File: config.mk
export PLATFORM = sky130hd
export DESIGN_NAME = alu_arb_ctrl
export DESIGN_NICKNAME = d
export VERILOG_FILES = /design/src/rtl/alu_arb_pkg.sv /design/src/rtl/alu_core.sv /design/src/rtl/alu_arb_ctrl.sv
export SDC_FILE = /design/constraint.sdc
export NUM_CORES = 1
export LEC_CHECK = 0
export CAP_MARGIN = 5
export CORE_MARGIN = 1
export CORE_UTILIZATION = 25
export DETAILED_ROUTE_END_ITERATION = 8
export GPL_TIMING_DRIVEN = 0
export PLACE_DENSITY = 0.43
export SYNTH_ARGS = -nofsm -noshare
export SYNTH_HDL_FRONTEND = slang
export SYNTH_SLANG_ARGS = --single-unit
File: constraint.sdc
create_clock -name clk -period 4 [get_ports clk]
set_input_delay 0.4 -clock clk [delete_from_list [all_inputs] [get_ports clk]]
set_output_delay 0.4 -clock clk [all_outputs]
set_load 0.02 [all_outputs]
File: src/rtl/alu_arb_pkg.sv
// alu_arb_pkg
// Shared types and constants for the arbitrated ALU sequencer.
//   alu_op_e : 3-bit opcode of the shared ALU datapath
//   state_e  : sequencer FSM state
//   NREQ     : number of requesters sharing the ALU
package alu_arb_pkg;

  localparam int NREQ = 2;
  localparam int OPW  = 3;

  typedef enum logic [OPW-1:0] {
    ADD = 3'd0,
    SUB = 3'd1,
    NOT = 3'd2,
    AND = 3'd3,
    OR  = 3'd4,
    XOR = 3'd5,
    SLT = 3'd6,
    EQ  = 3'd7
  } alu_op_e;

  typedef enum logic [1:0] {
    IDLE = 2'd0,
    EXEC = 2'd1,
    RESP = 2'd2
  } state_e;

endpackage

File: src/rtl/alu_core.sv
// alu_core
// Purely combinational DW-bit ALU. All arithmetic wraps modulo 2^DW.
// Ports:
//   a, b   : operands
//   op     : opcode (alu_op_e encoding)
//   result : arithmetic/logic result (0 for compare ops)
//   flg    : compare flag (0 for arithmetic/logic ops)
module alu_core
  import alu_arb_pkg::*;
#(
  parameter int DW = 4
) (
  input  logic [DW-1:0]  a,
  input  logic [DW-1:0]  b,
  input  logic [OPW-1:0] op,
  output logic [DW-1:0]  result,
  output logic           flg
);

  logic [DW-1:0] diff;
  logic          ovf;

  // The subtractor is shared by SUB, SLT and EQ. Signed overflow occurs when
  // the operand signs differ and the difference sign differs from a's sign.
  always_comb begin
    diff   = a + ~b + 1'b1;
    ovf    = (a[DW-1] ^ b[DW-1]) & (diff[DW-1] ^ a[DW-1]);
    result = '0;
    flg    = 1'b0;
    case (alu_op_e'(op))
      ADD:     result = a + b;
      SUB:     result = diff;
      NOT:     result = ~a;
      AND:     result = a & b;
      OR:      result = a | b;
      XOR:     result = a ^ b;
      SLT:     flg    = diff[DW-1] ^ ovf;
      EQ:      flg    = (diff == '0);
      default: begin
        result = '0;
        flg    = 1'b0;
      end
    endcase
  end

endmodule

File: src/rtl/alu_arb_ctrl.sv
// alu_arb_ctrl
// Shares one alu_core between two requesters. A round-robin arbiter picks a
// request in IDLE, the operands are latched, EXEC registers the ALU output and
// RESP presents it to the owning requester until it is accepted.
// Ports:
//   clk, rst_n            : clock, asynchronous active-low reset
//   req_valid/req_ready   : per-requester issue handshake (bit i = requester i)
//   req_op/req_a/req_b    : packed per-requester opcode and operands
//   rsp_valid/rsp_ready   : per-requester response handshake
//   rsp_result/rsp_flg    : shared registered result and flag
//   busy                  : FSM not in IDLE
//   grant_cnt0/grant_cnt1 : saturating completed-response counters, present
//                           only when ALU_ARB_STATS_EN is defined
module alu_arb_ctrl
  import alu_arb_pkg::*;
#(
  parameter int DW = 4
) (
  input  logic                clk,
  input  logic                rst_n,
  input  logic [NREQ-1:0]     req_valid,
  output logic [NREQ-1:0]     req_ready,
  input  logic [NREQ*OPW-1:0] req_op,
  input  logic [NREQ*DW-1:0]  req_a,
  input  logic [NREQ*DW-1:0]  req_b,
  output logic [NREQ-1:0]     rsp_valid,
  input  logic [NREQ-1:0]     rsp_ready,
  output logic [DW-1:0]       rsp_result,
  output logic                rsp_flg,
`ifdef ALU_ARB_STATS_EN
  output logic [7:0]          grant_cnt0,
  output logic [7:0]          grant_cnt1,
`endif
  output logic                busy
);

  state_e         state_q, state_d;
  logic           rr_q, rr_d;
  logic           owner_q, owner_d;
  logic [OPW-1:0] op_q, op_d;
  logic [DW-1:0]  a_q, a_d;
  logic [DW-1:0]  b_q, b_d;
  logic [DW-1:0]  result_q, result_d;
  logic           flg_q, flg_d;

  logic           grant_vld;
  logic           grant_id;
  logic           rsp_done;
  logic [DW-1:0]  alu_result;
  logic           alu_flg;

  // rr_q names the requester preferred on a tie; a lone valid always wins.
  always_comb begin
    grant_vld = |req_valid;
    grant_id  = (&req_valid) ? rr_q : req_valid[1];
    rsp_done  = (state_q == RESP) && rsp_ready[owner_q];
  end

  alu_core #(.DW(DW)) u_alu_core (
    .a      (a_q),
    .b      (b_q),
    .op     (op_q),
    .result (alu_result),
    .flg    (alu_flg)
  );

  always_ff @(posedge clk or negedge rst_n) begin
    if (!rst_n) begin
      state_q <= IDLE;
    end else begin
      state_q <= state_d;
    end
  end

  always_comb begin
    state_d = state_q;
    case (state_q)
      IDLE:    if (grant_vld) state_d = EXEC;
      EXEC:    state_d = RESP;
      RESP:    if (rsp_done) state_d = IDLE;
      default: state_d = IDLE;
    endcase
  end

  // req_ready is built only from state, rr pointer and req_valid so that no
  // combinational path exists from rsp_ready back to the issue side.
  always_comb begin
    req_ready = '0;
    rsp_valid = '0;
    if (state_q == IDLE && grant_vld) begin
      req_ready = {grant_id, ~grant_id};
    end
    if (state_q == RESP) begin
      rsp_valid = {owner_q, ~owner_q};
    end
    busy       = (state_q != IDLE);
    rsp_result = result_q;
    rsp_flg    = flg_q;
  end

  // The pointer only moves on a completed response, so a reset mid-operation
  // leaves it at its reset value of requester 0.
  always_comb begin
    op_d     = op_q;
    a_d      = a_q;
    b_d      = b_q;
    owner_d  = owner_q;
    result_d = result_q;
    flg_d    = flg_q;
    rr_d     = rr_q;
    if (state_q == IDLE && grant_vld) begin
      owner_d = grant_id;
      op_d    = grant_id ? req_op[2*OPW-1:OPW] : req_op[OPW-1:0];
      a_d     = grant_id ? req_a[2*DW-1:DW]    : req_a[DW-1:0];
      b_d     = grant_id ? req_b[2*DW-1:DW]    : req_b[DW-1:0];
    end
    if (state_q == EXEC) begin
      result_d = alu_result;
      flg_d    = alu_flg;
    end
    if (rsp_done) begin
      rr_d = ~owner_q;
    end
  end

  always_ff @(posedge clk or negedge rst_n) begin
    if (!rst_n) begin
      rr_q     <= 1'b0;
      owner_q  <= 1'b0;
      op_q     <= '0;
      a_q      <= '0;
      b_q      <= '0;
      result_q <= '0;
      flg_q    <= 1'b0;
    end else begin
      rr_q     <= rr_d;
      owner_q  <= owner_d;
      op_q     <= op_d;
      a_q      <= a_d;
      b_q      <= b_d;
      result_q <= result_d;
      flg_q    <= flg_d;
    end
  end

`ifdef ALU_ARB_STATS_EN
  logic [7:0] grant_cnt0_q, grant_cnt0_d;
  logic [7:0] grant_cnt1_q, grant_cnt1_d;

  // Counters saturate at 255 rather than wrapping.
  always_comb begin
    grant_cnt0_d = grant_cnt0_q;
    grant_cnt1_d = grant_cnt1_q;
    if (rsp_done && !owner_q && grant_cnt0_q != 8'hFF) grant_cnt0_d = grant_cnt0_q + 8'd1;
    if (rsp_done &&  owner_q && grant_cnt1_q != 8'hFF) grant_cnt1_d = grant_cnt1_q + 8'd1;
  end

  always_ff @(posedge clk or negedge rst_n) begin
    if (!rst_n) begin
      grant_cnt0_q <= '0;
      grant_cnt1_q <= '0;
    end else begin
      grant_cnt0_q <= grant_cnt0_d;
      grant_cnt1_q <= grant_cnt1_d;
    end
  end

  assign grant_cnt0 = grant_cnt0_q;
  assign grant_cnt1 = grant_cnt1_q;
`endif

endmodule

==> reports/metrics.csv, run 1 <==
stage,metric,value,unit
critical_path,Critical path origin,req_valid[1],
clock_tree,clock root buffer,clkbuf_8,
global_route,total gr overflow,0,
die,Horiz. Die Dim,76.8,um
power_and_ir_drop,Internal,0.827,mW
timing,"Slew Viols, Final",0,
detailed_routing,vias,1232,
synthesis,top area cells in the synthesized netlist,"dfrtp_1, ha_1, a222oi_1",
synthesis,Yosys cell types,37,
critical_path,crit path kind,in2out,
cells_and_area,Ant. Diodes,0,
timing,fmax,392,MHz
cells_and_area,multi-input logic area,744,sq um
die,Row Count,26,
die,I/O pins,38,
detailed_routing,vias per cell,4.72,
critical_path,Worst Setup End Kind,output port,
die,CORE AREA,5240,sq um
clock_tree,CTS tree,built,
synthesis,"Seq/Total Area, Yosys",35.8,%
timing,clock period minus final worst setup slack,2.55,ns
die,die area,5890,sq um
synthesis,Cells after Synth,151,
detailed_routing,drt initial violations,85,
synthesis,Post-synth EDFFs,0,
synthesis,"Avg Cell Area, Syn",9.26,sq um
cells_and_area,Util after Layout,36.2,%
min_path,depth of the worst hold-timing path,2,
timing,Setup-failing EPs final,0,
placed_design,port bufs,37,
global_route,first-pass GRT wire length,5.88,mm
critical_path,required time of the critical path,3.60,ns
power_and_ir_drop,Worst IR Drop VDD,0.247,mV
synthesis,Post-synth top flop,dfrtp_1,
clock_tree,Num CTS Buffers,3,
power_and_ir_drop,power per standard cell area,805,nW/um^2
global_route,number of global-route vias before repair,1220,
critical_path,CP Launch Type,primary input,
placed_design,Cells after DPL,258,
clock_tree,Sink Count,20,
synthesis,Yosys warnings,0,
min_path,hold path start,rsp_flg$_DFFE_PN0N_,
min_path,Hold WC Path Type,reg2reg,
cells_and_area,Finished Cell Area,1900,sq um
power_and_ir_drop,Final Total Pwr,1.53,mW
timing,Hold WS,0.493,ns
synthesis,"count leader, synth",inv_1,
detailed_routing,Antenna Nets Post-Route,0,
placed_design,post-DP HPWL,2.71,mm
synthesis,Post-Synthesis Net Count,193,
job,Max-cap violations,0,
synthesis,top cell type's share of synthesized area,35.8,%
die,die height,76.8,um
detailed_routing,DRT Wirelength,3.48,mm
detailed_routing,wire length per cell,13.3,um
placed_design,RD Place Congestion,0.781,
critical_path,Worst Path Arrival,2.15,ns
synthesis,Synth area leader,dfrtp_1,
timing,final hold violations,0,
power_and_ir_drop,P_sw,0.701,mW
clock_tree,CTS H-Tree Depth,1,
cells_and_area,share of cells above drive strength 1,8.90,%
synthesis,async set-reset flop share out of synthesis,100,%
critical_path,reg-to-reg startpoint,a_q[1]$_DFFE_PN0P_,
cells_and_area,fin cells,261,
clock_tree,Post CTS Setup Buffer Count,0,
timing,max_slew headroom,37.5,%
power_and_ir_drop,combinational share of power,65.2,%
detailed_routing,DRC,0,
die,Starting Density,26.7,%
critical_path,Reg2Reg Depth,12,
global_route,initial antenna violation count,0,
cells_and_area,storage element area,500,sq um
power_and_ir_drop,sequential share of power,26.0,%
cells_and_area,area grow syn2layout,35.7,%
synthesis,Synth top cells by count,"inv_1, dfrtp_1, a222oi_1, ha_1, nand2_1",
clock_tree,clk_lat worst skew,0.26,ns
clock_tree,Post-CTS Resized,0,
synthesis,Post-Syn Area,1400,sq um
critical_path,crit path max fanout,10,
global_route,Total Routing Usage GR,12.6,%
outcome,run status,"finished, final reports clean",
cells_and_area,Layout Nets,235,
timing,Layout Skew,0.00565,ns
clock_tree,maximum clock path buffer count,2,
placed_design,Post-Place Setup Slack,1.44,ns
cells_and_area,FILL cells,535,
detailed_routing,TritonRoute pass-1 iters,4,
clock_tree,hold buffer count at CTS,0,
power_and_ir_drop,Clk pwr share,8.8,%
timing,setup slack after layout,1.45,ns
timing,period utilization,63.9,%
timing,unrepaired setup endpoints after global routing,false,
synthesis,flop and latch count out of synthesis,20,
timing,Setup TNS Final,0,ns
power_and_ir_drop,Sw Share,45.9,%
global_route,largest net degree at the start of global routing,21,
power_and_ir_drop,P_leak,0.872,nW
clock_tree,Clock transition at path regs,0.08,ns
timing,Tightest Pin Transition,0.934,ns
placed_design,DP Area,1860,sq um
-- routing by layer --
layer  up-vias  track usage (%)  part of all wire, %
met5         -                0                    0
met4         0             4.62                 0.98
met3         4             2.62                  5.8
met2        41             21.3                   48
met1       576             15.6                   45
li1        611                -                    -
-- sequential cells by signal, indices dropped and copies added, names as in the netlist --
register	flops
a_q	4
b_q	4
op_q	3
owner_q	1
rr_q	1
rsp_flg	1
rsp_result	4
state_q	2
-- logic make-up (layout without fill, tap and decap cells) --
family | after synthesis | after routing | synth area share (%)
AOI/OAI and AO/OA | 44 | 44 | 23.4
xor gates and xnor gates | 3 | 3 | 1.88
adders and majority gates | 14 | 14 | 14.1
buffers and inverters | 33 | 73 | 10.9
DFF | 20 | 20 | 35.8
muxes | 3 | 3 | 2.33
and+or+nand+nor | 34 | 34 | 11.5
-- placed cells by master (no fill, tap or decap), types with 2 or more instances in the layout --
cell type / count
fa_1: 3
nor2b_1: 2
xor2_1: 3
buf_6: 3
dfrtp_1: 20
o21ai_1: 9
inv_2: 2
a222oi_1: 11
a21o_1: 2
inv_1: 22
nor2_1: 8
clkdlybuf4s50_1: 37
nand3_1: 2
o21ai_0: 3
nand2_1: 11
buf_2: 5
ha_1: 11
nor3_1: 3
a21oi_1: 9
clkbuf_8: 3
mux2_2: 2
nand2b_1: 3
-- path summary, 6_finish.rpt --
kind,endpoint,slack (ns)
max,req_ready[1],1.45
min,rsp_flg$_DFFE_PN0N_,0.49
min reg2reg,rsp_flg$_DFFE_PN0N_,0.49
min in group asynchronous,rsp_flg$_DFFE_PN0N_,0.66
max reg2reg,rsp_flg$_DFFE_PN0N_,1.59
max in group asynchronous,a_q[0]$_DFFE_PN0P_,2.77
-- critical path, stage by stage --
cell	delay, ns
clkdlybuf4s50_1	0.54
o21ai_1	0.08
nor2_1	0.21
buf_2	0.28
clkdlybuf4s50_1	0.64
-- power by group through the flow --
stage          clock (mW)  sequential [mW]  combinational, mW
6_report            0.134            0.397              0.996
5_1_grt             0.147            0.417               1.11
4_1_cts             0.141            0.401               1.01
3_5_place_dp            0            0.405               1.00
3_3_place_gp            0            0.403              0.994
2_1_floorplan           0            0.406              0.695
-- area by class of cell --
type	count	area share, %
Inverter	24	4.75
Clock buffer	3	2.18
Tap cell	70	4.62
Sequential cell	20	26.4
Timing Repair Buffer	37	19.5
Multi-Input combinational cell	98	39.2
Buffer	9	3.30
No activity file was read; power rests on OpenSTA's default activity.
==> inputs of run 2 (changes only) <==
Clock period 4 ns to 2.6 ns, I/O delays scaled along.
==> run 2 against run 1 <==
Net effect:
- first-iteration DRC count decreased by 13%
- total power increased by 57%
- largest power group unchanged
- sequential share of layout area decreased by 0.21 points
==> reports/metrics.csv, run 2 (synthesis gave the netlist of run 1 again) <==
stage,metric,value,unit
detailed_routing,wire length per cell,13.5,um
detailed_routing,drt initial violations,74,
critical_path,crit-path max cell delay,0.65,ns
timing,final hold violations,0,
critical_path,crit path max fanout,10,
placed_design,port bufs,37,
timing,fmax,429,MHz
critical_path,r2r endpoint,rsp_flg$_DFFE_PN0N_,
outcome,run status,"finished, final reports clean",
clock_tree,Sink Count,20,
critical_path,R2R setup slack,0.28,ns
critical_path,Reg2Reg Depth,12,
cells_and_area,Ant. Diodes,0,
global_route,initial antenna violation count,0,
die,Horiz. Die Dim,76.8,um
detailed_routing,vias per cell,4.66,
critical_path,Setup crit end,req_ready[1],
detailed_routing,DRT Wirelength,3.57,mm
timing,clock period minus final worst setup slack,2.33,ns
placed_design,post-DP HPWL,2.71,mm
clock_tree,maximum clock path buffer count,2,
critical_path,critical-path cell list,nor2_2 -> inv_2 -> nor2_1 -> buf_2 -> clkdlybuf4s50_1,
cells_and_area,Finished Cell Area,1920,sq um
clock_tree,CTS H-Tree Depth,1,
cells_and_area,fin cells,264,
clock_tree,clock root buffer,clkbuf_8,
power_and_ir_drop,P_leak,0.885,nW
min_path,Hold WC Path Type,reg2reg,
detailed_routing,Antenna Nets Post-Route,0,
clock_tree,Num CTS Buffers,3,
detailed_routing,vias,1229,
clock_tree,CTS tree,built,
critical_path,reg-to-reg startpoint,b_q[1]$_DFFE_PN0P_,
detailed_routing,TritonRoute pass-1 iters,6,
detailed_routing,DRC,0,
timing,Hold WS,0.492,ns
die,CORE AREA,5240,sq um
timing,max_slew headroom,37.6,%
cells_and_area,"commonest cells after routing, fill and taps aside","clkdlybuf4s50_1, inv_1, dfrtp_1",
clock_tree,hold buffer count at CTS,0,
critical_path,Worst Path Arrival,2.07,ns
critical_path,Worst Setup End Kind,output port,
timing,unrepaired setup endpoints after global routing,false,
timing,Tightest Pin Transition,0.933,ns
placed_design,Cells after DPL,258,
power_and_ir_drop,Worst IR Drop VDD,0.381,mV
global_route,largest net degree at the start of global routing,21,
timing,Setup-failing EPs final,0,
power_and_ir_drop,power per standard cell area,1250,nW/um^2
timing,"Slew Viols, Final",0,
die,Starting Density,26.7,%
global_route,Total Routing Usage GR,12.6,%
global_route,number of global-route vias before repair,1220,
timing,Layout Skew,0.00458,ns
global_route,total gr overflow,0,
cells_and_area,area grow syn2layout,37.5,%
critical_path,Critical path origin,state_q[1]$_DFFE_PN0P_,
placed_design,DP Area,1860,sq um
placed_design,RD Place Congestion,0.781,
cells_and_area,"commonest non-fill, non-tap cell in the layout",clkdlybuf4s50_1,
die,I/O pins,38,
critical_path,crit path kind,reg2out,
timing,period utilization,89.7,%
critical_path,required time of the critical path,2.34,ns
critical_path,CP Launch Type,register,
critical_path,Critical-path top delay cell,clkdlybuf4s50_1,
clock_tree,Clock transition at path regs,0.08,ns
die,Row Count,26,
timing,Setup TNS Final,0,ns
die,die height,76.8,um
cells_and_area,share of cells above drive strength 1,11.3,%
clock_tree,clk_lat worst skew,0.26,ns
cells_and_area,Layout Nets,238,
min_path,hold path start,rsp_flg$_DFFE_PN0N_,
global_route,first-pass GRT wire length,5.88,mm
job,Max-cap violations,0,
die,die area,5890,sq um
## run 2: worst min-delay path by stage
stage,depth (start not counted),endpoint
2_1_floorplan,0,a_q[0]$_DFFE_PN0P_
3_3_place_gp,2,rsp_result[0]$_DFFE_PN0N_
3_5_place_dp,2,rsp_flg$_DFFE_PN0N_
4_1_cts,2,rsp_flg$_DFFE_PN0N_
5_1_grt,2,rsp_result[1]$_DFFE_PN0N_
6_report,2,rsp_flg$_DFFE_PN0N_
## run 2: worst max-delay path, delay by kind of cell (launching register included)
kind	cells	cell delay, ns
DFF	1	0.41
buffers and inverters	3	1.03
and+or+nand+nor	2	0.38
## run 2: where the power goes
group | switching [mW] | leakage, nW | total [mW] | internal [mW]
clock network | 0.103 | 0.0216 | 0.206 | 0.103
logic | 0.845 | 0.621 | 1.58 | 0.733
registers | 0.147 | 0.243 | 0.611 | 0.465
total | 1.09 | 0.885 | 2.40 | 1.30
## run 2: area by class of cell
cell class / count / area [sq um]
Timing Repair Buffer: 40 / 393
Buffer: 9 / 62.6
Sequential cell: 20 / 503
Clock buffer: 3 / 41.3
Fill cell: 537 / 3320
Inverter: 24 / 90.1
Tap cell: 70 / 87.6
Multi-Input combinational cell: 98 / 744
## run 2: timing repair
action / 4_1_cts / 5_1_grt
resized for setup: 0 / 2
endpoints found under the setup margin: 0 / 2
setup buffers: 0 / 3
## run 2: metal layers
layer / vias to the layer above / routed length, um / track usage [%]
met3: 4 / 171 / 2.62
met4: 0 / 34 / 4.62
met2: 33 / 1720 / 21.3
met5: - / 0 / 0
met1: 578 / 1640 / 15.6
li1: 614 / - / -
## run 2: metrics by stage
stage	setup slack (ns)	utilization [%]	total power, mW
after floorplan	0.450	-	1.69
after global placement	0.234	35.4	2.15
after detailed placement	0.213	35.4	2.16
after CTS	0.180	36.2	2.38
after global routing	0.0380	36.7	2.62
final	0.268	36.7	2.40
